## src/rtl/trace_trig_seq.sv

```systemverilog
// Trace trigger sequencer: arm -> decoder resync -> wait for sync -> armed matching with
// holdoff and trigger limit, plus per-rule saturating match counters.
module trace_trig_seq #(
    parameter int pMATCH_RULES   = 8,
    parameter int pCOUNT_WIDTH   = 8,
    parameter int pTIMEOUT_WIDTH = 16
) (
    input  logic                                 trace_clk,
    input  logic                                 reset_n,
    input  logic                                 I_arm,
    input  logic                                 I_disarm,
    input  logic [pMATCH_RULES-1:0]              I_pattern_enable,
    input  logic                                 I_trig_toggle,
    input  logic [15:0]                          I_holdoff,
    input  logic [7:0]                           I_trig_limit,
    input  logic                                 I_synchronized,
    input  logic [pMATCH_RULES-1:0]              I_matching_pattern,
    output logic                                 O_trace_reset_sync,
    output logic                                 O_trace_trig_enable,
    output logic                                 O_trig,
    output logic [pMATCH_RULES*pCOUNT_WIDTH-1:0] O_trace_count,
    output logic [2:0]                           O_state,
    output logic                                 O_sync_timeout
);

    typedef enum logic [2:0] {
        ST_IDLE      = 3'd0,
        ST_RESYNC    = 3'd1,
        ST_WAIT_SYNC = 3'd2,
        ST_ARMED     = 3'd3,
        ST_HOLDOFF   = 3'd4,
        ST_DONE      = 3'd5
    } state_t;

    localparam logic [pCOUNT_WIDTH-1:0]   CNT_ONE = {{(pCOUNT_WIDTH-1){1'b0}}, 1'b1};
    localparam logic [pTIMEOUT_WIDTH-1:0] TO_ONE  = {{(pTIMEOUT_WIDTH-1){1'b0}}, 1'b1};

    function automatic logic [pCOUNT_WIDTH-1:0] sat_inc(input logic [pCOUNT_WIDTH-1:0] v);
        if (&v) begin
            return v;
        end else begin
            return v + CNT_ONE;
        end
    endfunction

    state_t                                   state_q, state_d;
    logic [1:0]                               rs_cnt_q, rs_cnt_d;
    logic [pTIMEOUT_WIDTH-1:0]                to_cnt_q, to_cnt_d;
    logic [15:0]                              ho_cnt_q, ho_cnt_d;
    logic [7:0]                               fire_cnt_q, fire_cnt_d;
    logic                                     trig_q, trig_d;
    logic                                     reset_sync_q, reset_sync_d;
    logic                                     trig_en_q, trig_en_d;
    logic                                     sync_to_q, sync_to_d;
    logic [pMATCH_RULES-1:0][pCOUNT_WIDTH-1:0] cnt_q, cnt_d;

    logic                                     hit_s;
    logic                                     arm_ok_s;
    logic                                     fire_s;
    logic                                     clear_s;
    logic                                     count_en_s;
    logic [7:0]                               fire_next_s;
    logic [pTIMEOUT_WIDTH-1:0]                to_next_s;

    assign hit_s       = |(I_matching_pattern & I_pattern_enable);
    assign arm_ok_s    = I_arm & ~I_disarm;
    assign count_en_s  = (state_q == ST_ARMED) || (state_q == ST_HOLDOFF);
    assign fire_next_s = fire_cnt_q + 8'd1;
    assign to_next_s   = to_cnt_q + TO_ONE;

    // Next-state, sequencing counters, and registered-output next values.
    always_comb begin
        state_d    = state_q;
        rs_cnt_d   = rs_cnt_q;
        to_cnt_d   = to_cnt_q;
        ho_cnt_d   = ho_cnt_q;
        fire_cnt_d = fire_cnt_q;
        sync_to_d  = sync_to_q;
        fire_s     = 1'b0;
        clear_s    = 1'b0;

        case (state_q)
            ST_IDLE, ST_DONE: begin
                if (arm_ok_s) begin
                    clear_s    = 1'b1;
                    state_d    = ST_RESYNC;
                    rs_cnt_d   = 2'd0;
                    fire_cnt_d = 8'd0;
                    sync_to_d  = 1'b0;
                end else begin
                    state_d = state_q;
                end
            end
            ST_RESYNC: begin
                if (rs_cnt_q == 2'd3) begin
                    state_d  = ST_WAIT_SYNC;
                    to_cnt_d = '0;
                end else begin
                    rs_cnt_d = rs_cnt_q + 2'd1;
                end
            end
            ST_WAIT_SYNC: begin
                if (I_synchronized) begin
                    state_d = ST_ARMED;
                end else if (to_next_s == {pTIMEOUT_WIDTH{1'b1}}) begin
                    to_cnt_d  = to_next_s;
                    sync_to_d = 1'b1;
                    state_d   = ST_IDLE;
                end else begin
                    to_cnt_d = to_next_s;
                end
            end
            ST_ARMED: begin
                // A hit beats a simultaneous loss of sync.
                if (hit_s) begin
                    fire_s     = 1'b1;
                    fire_cnt_d = fire_next_s;
                    if ((I_trig_limit != 8'd0) && (fire_next_s == I_trig_limit)) begin
                        state_d = ST_DONE;
                    end else if (I_holdoff != 16'd0) begin
                        state_d  = ST_HOLDOFF;
                        ho_cnt_d = I_holdoff;
                    end else begin
                        state_d = ST_ARMED;
                    end
                end else if (!I_synchronized) begin
                    state_d  = ST_WAIT_SYNC;
                    to_cnt_d = '0;
                end else begin
                    state_d = ST_ARMED;
                end
            end
            ST_HOLDOFF: begin
                if (ho_cnt_q <= 16'd1) begin
                    ho_cnt_d = 16'd0;
                    state_d  = ST_ARMED;
                end else begin
                    ho_cnt_d = ho_cnt_q - 16'd1;
                end
            end
            default: begin
                state_d = ST_IDLE;
            end
        endcase

        if (I_disarm) begin
            state_d    = ST_IDLE;
            fire_s     = 1'b0;
            fire_cnt_d = fire_cnt_q;
        end else begin
            fire_s = fire_s;
        end

        trig_d       = I_trig_toggle ? (trig_q ^ fire_s) : fire_s;
        reset_sync_d = (state_d == ST_RESYNC);
        trig_en_d    = (state_d == ST_ARMED) || (state_d == ST_HOLDOFF);
    end

    // Per-rule saturating match counters; cleared on an accepted arm.
    always_comb begin
        cnt_d = cnt_q;
        for (int i = 0; i < pMATCH_RULES; i++) begin
            if (clear_s) begin
                cnt_d[i] = '0;
            end else if (count_en_s && I_matching_pattern[i]) begin
                cnt_d[i] = sat_inc(cnt_q[i]);
            end else begin
                cnt_d[i] = cnt_q[i];
            end
        end
    end

    // State and output registers with synchronous active-low reset.
    always_ff @(posedge trace_clk) begin
        if (!reset_n) begin
            state_q      <= ST_IDLE;
            rs_cnt_q     <= 2'd0;
            to_cnt_q     <= '0;
            ho_cnt_q     <= 16'd0;
            fire_cnt_q   <= 8'd0;
            trig_q       <= 1'b0;
            reset_sync_q <= 1'b0;
            trig_en_q    <= 1'b0;
            sync_to_q    <= 1'b0;
            cnt_q        <= '0;
        end else begin
            state_q      <= state_d;
            rs_cnt_q     <= rs_cnt_d;
            to_cnt_q     <= to_cnt_d;
            ho_cnt_q     <= ho_cnt_d;
            fire_cnt_q   <= fire_cnt_d;
            trig_q       <= trig_d;
            reset_sync_q <= reset_sync_d;
            trig_en_q    <= trig_en_d;
            sync_to_q    <= sync_to_d;
            cnt_q        <= cnt_d;
        end
    end

    assign O_state             = state_q;
    assign O_trig              = trig_q;
    assign O_trace_reset_sync  = reset_sync_q;
    assign O_trace_trig_enable = trig_en_q;
    assign O_sync_timeout      = sync_to_q;
    assign O_trace_count       = cnt_q;

endmodule

```

## config.mk

```make
export PLATFORM = sky130hd
export DESIGN_NAME = trace_trig_seq
export DESIGN_NICKNAME = d
export VERILOG_FILES = /design/src/rtl/trace_trig_seq.sv
export SDC_FILE = /design/constraint.sdc
export NUM_CORES = 1
export LEC_CHECK = 0
export ABC_AREA = 1
export CORE_ASPECT_RATIO = 0.9
export CORE_MARGIN = 5
export CORE_UTILIZATION = 55
export CTS_CLUSTER_DIAMETER = 40
export DETAILED_ROUTE_END_ITERATION = 6
export GPL_TIMING_DRIVEN = 1
export PLACE_DENSITY = 0.84
export SLEW_MARGIN = 10
export SYNTH_ARGS = -nofsm -noshare
export SYNTH_HDL_FRONTEND = slang
export SYNTH_SLANG_ARGS = --single-unit
```

## constraint.sdc

```tcl
create_clock -name trace_clk -period 4.8 [get_ports trace_clk]
set_input_delay 0.96 -clock trace_clk [delete_from_list [all_inputs] [get_ports trace_clk]]
set_output_delay 0.96 -clock trace_clk [all_outputs]
set_load 0.1 [all_outputs]
```

# Yosys cells after proc, flatten, opt, wreduce, memory -nomap -nowiden

Cells that the tools add are included.

Bits in registers: 113
Input bits: 46
Output and inout bits: 71
Word-level logic and storage cells: 144

$add $sub $neg: 12
$lt $le $gt $ge: 1
Eq/ne operators: 21
Muxes and demuxes: 37
Bitwise gates (word level): 13
Reductions and logical operators: 43

Operator list:

| operator              | number |
|---|---|
| $mux 16               | 8 |
| $add 8x1->8 const B   | 9 |
| $reduce_and 8->1      | 8 |
| $pmux 16 s3           | 1 |
| $pmux 16 s2           | 1 |
| $mux 3                | 9 |
| $ne 2x2->1 const B    | 9 |
| $add 16x1->16 const B | 1 |
| $eq 16x16->1 const B  | 1 |
| $le 16x1->1 const B   | 1 |
| $mux 8                | 2 |
| $pmux 8 s2            | 1 |
| $reduce_and 2->1      | 8 |
| $reduce_bool 16->1    | 1 |
| $sub 16x1->16 const B | 1 |
| $pmux 3 s5            | 1 |
| $reduce_and 4->1      | 3 |
| $mux 1                | 10 |
| $not 1->1             | 10 |
| $eq 3x2->1 const B    | 3 |
| $eq 3x3->1 const B    | 3 |
| $logic_and 1x1->1     | 9 |
| $and 8x8->8           | 1 |
| $eq 8x8->1            | 1 |
| other kinds (18)      | 25 |

# Longest topological paths before layout

Gate-level depths: netlist of run 1.

Word-level depth: 9
Gate-level depth with buffers: 17
Depth with buffers taken out: 17

# Worst setup path before layout of run 1

Ideal clock, no wire load.

Kind: reg-to-reg
Start point: reg state_q[2], in the netlist O_state[2]
End point: reg cnt_q (netlist bit O_trace_count[47])
Setup time: 0.122 ns
Arrival time: 2.306 ns
Required time: 4.678 ns
Slack: 2.372 ns
Stages on the path, launching flop included: 11
Path buffers: 1
Period minus slack after synthesis: 2.428 ns
Cells stage by stage: dfxtp_1 buf_2 nand2_1 nand2_4 nand3_2 nor2_1 nand2_1 nor2_1 nand2_1 o21ai_1 a21oi_1

Cells in the longest elaborated chain, start to end: 4
Elaborated cells between the ends (all ways): 10
Those cells by class: eq/ne: 3; mux: 1; reduce/logical: 6

Ends and longest elaborated chain:

| item                                                                        | RTL line | RTL |
|---|---|---|
| start, declared                                                             | 46       | `state_t state_q, state_d;` |
| start signal, assigned                                                      | 187      | `state_q <= state_d;` |
| $eq 3x3->1, or another cell as far along                                    | 82       | `case (state_q)` |
| $reduce_or 2->1 / $logic_or 1x1->1 (equally long branches)                  | 82, 67   |  |
| $mux 1 / $logic_and 1x1->1 (equally long branches)                          | 82, 165  |  |
| $reduce_or 2->1 (no source line) / $reduce_and 2->1 (equally long branches) | --       |  |
| end signal, assigned                                                        | 196      | `cnt_q <= cnt_d;` |
| end, declared                                                               | 55       | `logic [pMATCH_RULES-1:0][pCOUNT_WIDTH-1:0] cnt_q, cnt_d;` |

Several ways; a longest one is shown, not always the timed one.
A chain may end at the register's enable or synchronous reset.

# Worst setup path after layout of run 1

Start point: reg state_q[2], in the netlist O_state[2]
End point: out O_state[2]

RTL lines:

| item          | RTL line | RTL |
|---|---|---|
| end, declared | 22       | `output logic [2:0] O_state,` |

No word-level cell between the ends.

==> flow_summary.ini, run 1 <==
[outcome]
status = complete, no violations

[placed_design]
io_buffers = 116
gp_routability_congestion = 0.883
dp_hpwl_mm = 11.5

[detailed_routing]
wl_per_cell_um = 13.2
wirelength_mm = 16.0
routedLengthMet1_mm = 7.14
antenna_left = 0
dr_wl_met2_mm = 7.42
firstDrtPassIters = 5
vias_per_cell = 5.28
highest_layer = met4
route.detailed.drc = 0
vias = 6399
drt-initial-drc-count = 411
dr_wl_met3_mm = 1.10

[clock_tree]
cts_tree = done
clk_latency_ns = 0.41
cts_hold_buf = 0
cts_sinks = 113
cts_buffers = 17
ctsResizeCount = 0
cts_setup_buffers = 0
max-clock-path-buffers = 2
cts_root_buffer = clkbuf_16
htreeDepth = 4
clk_pin_slew_ns = 0.06

[yosys]
synthTopCellsByCount = 156 x nand2_1, 140 x inv_1, 113 x dfxtp_1
yosysUniqueCellTypes = 42
synth_top_area_share_pct = 35.8
synth_fp_nets = 985
avgSynthCellArea_um2 = 6.83
synth_seq_area_share_pct = 35.8
post-synth-top-count-cell = nand2_1
ys_ff_latch = 113
async_flop_share_pct = 0
syn-cell-area_um2 = 6320
yosys.area.top_type = dfxtp_1
synth_area_leaders = dfxtp_1 36%, nand2_1 9.3%, a21oi_1 8.3%, inv_1 8.3%, nor2_1 5.2%
synth_ff_type = dfxtp_1
synth_edf_count = 0
ys_warn_count = 0
syn-instance-count = 925

[critical_path]
required_ns = 3.84
worstPathArrival_ns = 2.18
crit_type = flip-flop to output port
path_cells = clkdlybuf4s50_1
critPathBufInv = 1
cpPeakStageDelay_ns = 1.22
startpoint_type = flip-flop
cp_max_fo = 10
worst_path_max_delay_cell = clkdlybuf4s50_1
cpLargestDelayFamily = buffers and inverters
end_kind = output port

[timing]
period_minus_slack_ns = 3.14
grt_setup_unrepaired = no
final_max_slew_viol_count = 0
tns_ns = 0
hold_viol_final = 0
skew_ns = 0.00943
worst_slew_pin_slew_ns = 1.03
final-setup-viol-count = 0
min_period_over_period_pct = 65.5
slew_headroom_pct = 30.9
fmax_ghz = 0.318

[final_layout]
layout-drive-gt1-share_pct = 8.71
syn2layout_area_growth_pct = 30.0
nFillCells = 933
final_util_pct = 72.4
nets = 1103
n_antenna_cell = 0

[die]
std_cell_rows = 37
core-area_um2 = 11300
die_area_um2 = 13700
start_util_pct = 55.7
dieHeight_um = 112
die_w_um = 123
pin_count = 117

[power_and_ir_drop]
swShare_pct = 22.8
p_seq_share_pct = 39.5
p_int_uw = 1850
p_leak_uw = 0.00310
clockPowerShare_pct = 55.0
combPwrFrac_pct = 5.5
p_switching_uw = 547
peakVddDrop_v = 0.000195
pwr_density_cell_nw_per_um2 = 292

[min_path]
min_path_type = flip-flop to flip-flop

[global_route]
grt_start_max_net_pins = 43
track_usage_pct = 23.6
overflow = 0
grt_first_pass_wirelength_mm = 26.6
antenna_found_initial = 0
grt_pass1_vias = 6007

[run]
drv_cap = 0
-- logic make-up after synthesis --
logic type / count (synthesis) / synth area share (%)
and+or+nand+nor: 418 / 31.7
DFF: 113 / 35.8
adders and majority gates: 14 / 2.77
buffers and inverters: 166 / 10.4
xor gates and xnor gates: 16 / 2.22
AOI/OAI and AO/OA: 198 / 17.1
-- worst reg2reg max path, cell delays in order (launching register included) --
cell      delay [ns]
dfxtp_1         0.45
nor2_1          0.13
nand2_1         0.44
clkinv_1        0.49
nand3_2         0.42
nand3_1         0.17
nand2_1         0.12
nand2_1         0.08
nand2_1         0.06
nor2_1          0.04
-- placed cells by master (no fill, tap or decap), types with 11 or more instances in the layout --
| cell | Yosys | final |
|---|---|---|
| nor4_1 | 15 | 15 |
| nand3_1 | 58 | 58 |
| xor2_1 | 11 | 11 |
| a21oi_1 | 105 | 105 |
| o21ai_0 | 61 | 61 |
| inv_1 | 140 | 140 |
| nor3_1 | 44 | 44 |
| nand3_2 | 12 | 12 |
| clkbuf_16 | 0 | 17 |
| nor2_1 | 87 | 86 |
| ha_1 | 14 | 14 |
| nand2_2 | 12 | 12 |
| nand2_1 | 156 | 156 |
| dfxtp_1 | 113 | 113 |
| clkdlybuf4s50_1 | 0 | 116 |
-- registers in the layout (all words and copies together), names as in the netlist --
signal,cells
O_state,3
O_sync_timeout,1
O_trace_count,64
O_trace_reset_sync,1
O_trace_trig_enable,1
O_trig,1
fire_cnt_q,8
ho_cnt_q,16
rs_cnt_q,2
to_cnt_q,16
-- metal layers --
layer  vias up  track usage (%)
met5         -                0
met4         0             8.28
met3        26             7.87
met2       182             37.7
met1      2894             29.6
li1       3297                -
-- final cells by class --
| cell class | count | area [µm²] | area share [%] |
|---|---|---|---|
| tap | 156 | 195 | 2.38 |
| sequential | 113 | 2260 | 27.6 |
| inverter | 147 | 552 | 6.72 |
| multi-input combinational | 646 | 3400 | 41.4 |
| clock buffer | 19 | 453 | 5.52 |
| timing repair buffer | 118 | 1180 | 14.3 |
| clock inverter | 13 | 173 | 2.10 |
-- power by group through the flow --
stage / combinational (µW) / sequential, µW / clock (µW)
after floorplan: 68.3 / 972 / 0
after global placement: 129 / 969 / 0
after detailed placement: 131 / 969 / 0
final: 132 / 949 / 1320
after global routing: 146 / 949 / 1380
after CTS: 132 / 949 / 1330
-- path summary, 6_finish.rpt --
| kind | startpoint | depth (start not counted) | endpoint | slack, ns |
|---|---|---|---|---|
| max | O_state[2]$_SDFF_PN0_ | 1 | O_state[2] | 1.66 |
| min | rs_cnt_q[0]$_SDFFE_PN0P_ | 1 | rs_cnt_q[0]$_SDFFE_PN0P_ | 0.46 |
| max reg2reg | O_state[0]$_SDFF_PN0_ | 9 | O_trace_trig_enable$_SDFF_PN0_ | 2.30 |
| min reg2reg | rs_cnt_q[0]$_SDFFE_PN0P_ | 1 | rs_cnt_q[0]$_SDFFE_PN0P_ | 0.46 |
-- metrics by stage --
stage	area [µm²]	power [µW]	setup slack, ns	hold WS [ns]	instances
6_report	8210	2400	1.66	0.465	1212
5_1_grt	8210	2480	1.59	0.490	1212
4_1_cts	8210	2410	1.65	0.467	1212
3_5_place_dp	7580	1100	1.41	0.461	1180
3_3_place_gp	7580	1100	1.40	0.450	1180
2_1_floorplan	6320	1040	2.37	0.433	925
Power figures use the tool's default switching activity.
==> inputs of run 2 (changes only) <==
--- a/config.mk
+++ b/config.mk
@@ -8,11 +8,11 @@
 export ABC_AREA = 1
 export CORE_ASPECT_RATIO = 0.9
 export CORE_MARGIN = 5
-export CORE_UTILIZATION = 55
+export CORE_UTILIZATION = 53
 export CTS_CLUSTER_DIAMETER = 40
 export DETAILED_ROUTE_END_ITERATION = 6
 export GPL_TIMING_DRIVEN = 1
-export PLACE_DENSITY = 0.84
+export PLACE_DENSITY = 0.82
 export SLEW_MARGIN = 10
 export SYNTH_ARGS = -nofsm -noshare
 export SYNTH_HDL_FRONTEND = slang
==> constraint.sdc (replaced) <==
create_clock -name trace_clk -period 2.9 [get_ports trace_clk]
set_input_delay 0.58 -clock trace_clk [delete_from_list [all_inputs] [get_ports trace_clk]]
set_output_delay 0.58 -clock trace_clk [all_outputs]
set_load 0.1 [all_outputs]
==> run 2 against run 1 <==
Critical path depth up 9. Final area down 1.3%. Core utilization is 2.3 points lower. Wire length up 0.70%. Clock skew shrank 0.0033 ns. Flip-flop and latch count unchanged. Die area rose by 3.5%. Hold slack worse by 0.013 ns. Final cell count grew 0.58%. Total power grew 69%. Global-route usage fell by 0.95 points. Largest cell class unchanged. Largest power group unchanged. Highest routed layer unchanged.
==> flow_summary.ini, run 2 (synthesis results as in run 1) <==
[clock_tree]
cts_sinks = 113
cts_setup_buffers = 0
cts_buffers = 17
cts_tree = done
cts_hold_buf = 0
cts_root_buffer = clkbuf_16
clk_pin_slew_ns = 0.05
htreeDepth = 4
ctsResizeCount = 0
max-clock-path-buffers = 2
clk_latency_ns = 0.41

[power_and_ir_drop]
pwr_density_cell_nw_per_um2 = 499
peakVddDrop_v = 0.000373
p_leak_uw = 0.00330

[global_route]
grt_start_max_net_pins = 31
grt_pass1_vias = 5923
overflow = 0
track_usage_pct = 22.6
antenna_found_initial = 0
grt_first_pass_wirelength_mm = 26.9

[timing]
fmax_ghz = 0.425
setup_ws_ns = 0.548
min_period_over_period_pct = 81.1
grt_setup_unrepaired = no
whs_ns = 0.452
skew_ns = 0.00614
tns_ns = 0
hold_viol_final = 0
final-setup-viol-count = 0
worst_slew_pin_slew_ns = 0.520
final_max_slew_viol_count = 0
slew_headroom_pct = 65.0
period_minus_slack_ns = 2.35

[placed_design]
io_buffers = 116
dp_slack_ns = 0.213
dp_hpwl_mm = 11.9
gp_routability_congestion = 0.868

[die]
core-area_um2 = 11600
std_cell_rows = 37
dieHeight_um = 114
start_util_pct = 54.6
die_area_um2 = 14200
pin_count = 117
die_w_um = 125

[outcome]
status = complete, no violations

[final_layout]
final_cell_mix = 156 x nand2_1, 140 x inv_1, 113 x dfxtp_1
n_antenna_cell = 0
nets = 1110
largest_register_ffs = 64
layout-drive-gt1-share_pct = 16.0
layout_commonest_cell = nand2_1
syn2layout_area_growth_pct = 28.3

[detailed_routing]
firstDrtPassIters = 6
drt-initial-drc-count = 369
antenna_left = 0
vias_per_cell = 5.21
wirelength_mm = 16.1
route.detailed.drc = 0
vias = 6350
wl_per_cell_um = 13.2

[critical_path]
rr_worst_depth = 14
crit_start = I_matching_pattern[7]
required_ns = 3.23
endpoint = ho_cnt_q[5]$_SDFFE_PN0P_
cp_max_fo = 16
ff2ff_setup_slack_ns = 0.59
startpoint_type = input port
worstReg2RegEnd = O_trace_trig_enable$_SDFF_PN0_
crit_type = input port to flip-flop
reg2reg_from = to_cnt_q[1]$_SDFFE_PN0P_
end_kind = flip-flop
worstPathArrival_ns = 2.68

[min_path]
min_path_type = flip-flop to flip-flop

[run]
drv_cap = 0
run 2: changes by cell type in the layout (fill, tap and decap cells not counted), sizes merged, moves of 2 or more:
cell	change
buf	+78
clkinvlp	-2
clkdlybuf4s50	-71
clkinv	+3
inv	-3
run 2: how the worst min path moves through the flow:
stage,start,endpoint,slack [ns],depth (start not counted)
after floorplan,rs_cnt_q[0]$_SDFFE_PN0P_,rs_cnt_q[0]$_SDFFE_PN0P_,0.43,1
after global placement,rs_cnt_q[0]$_SDFFE_PN0P_,rs_cnt_q[0]$_SDFFE_PN0P_,0.45,1
after detailed placement,rs_cnt_q[0]$_SDFFE_PN0P_,rs_cnt_q[0]$_SDFFE_PN0P_,0.45,1
after CTS,rs_cnt_q[0]$_SDFFE_PN0P_,rs_cnt_q[0]$_SDFFE_PN0P_,0.46,1
after global routing,to_cnt_q[14]$_SDFFE_PN0P_,to_cnt_q[14]$_SDFFE_PN0P_,0.49,2
final,rs_cnt_q[0]$_SDFFE_PN0P_,rs_cnt_q[0]$_SDFFE_PN0P_,0.45,1
run 2: where the power goes:
part	leakage [µW]	switching, µW	internal [µW]
clock network	0.000313	741	1510
logic	0.00208	126	101
registers	0.000911	9.55	1560
run 2: layout make-up:
| cell class | instances | area, µm² |
|---|---|---|
| Clock buffer | 20 | 467 |
| Inverter | 147 | 552 |
| Multi-Input combinational cell | 646 | 3400 |
| Fill cell | 1004 | 3470 |
| Clock inverter | 12 | 180 |
| Timing Repair Buffer | 125 | 1050 |
| Tap cell | 156 | 195 |
| Sequential cell | 113 | 2260 |
run 2: worst max-delay path, cell delays in order:
cell and delay [ns]:
clkdlybuf4s50_1 0.46, nand2_1 0.09, nand2_1 0.05, a221oi_1 0.34
nand2_1 0.20, nand2_1 0.12, inv_1 0.09, a31oi_4 0.42
o21ai_0 0.16, a21oi_1 0.17
run 2: metrics by stage:
step	power (µW)	instances	area, µm²	util (%)
3_5_place_dp	1830	1187	7460	64.4
6_report	4050	1219	8110	70.0
5_1_grt	4180	1219	8110	70.0
4_1_cts	4070	1219	8110	70.0
2_1_floorplan	1720	925	6320	-
3_3_place_gp	1820	1187	7460	64.4
run 2: metal layers:
layer  vias to the layer above  global-route usage, %  share of wire [%]
li1                       3315                      -                  -
met1                      2867                   29.8                 48
met2                       149                   36.2                 45
met3                        19                   6.32                5.3
met4                         0                   7.08                1.3
met5                         -                      0                  0
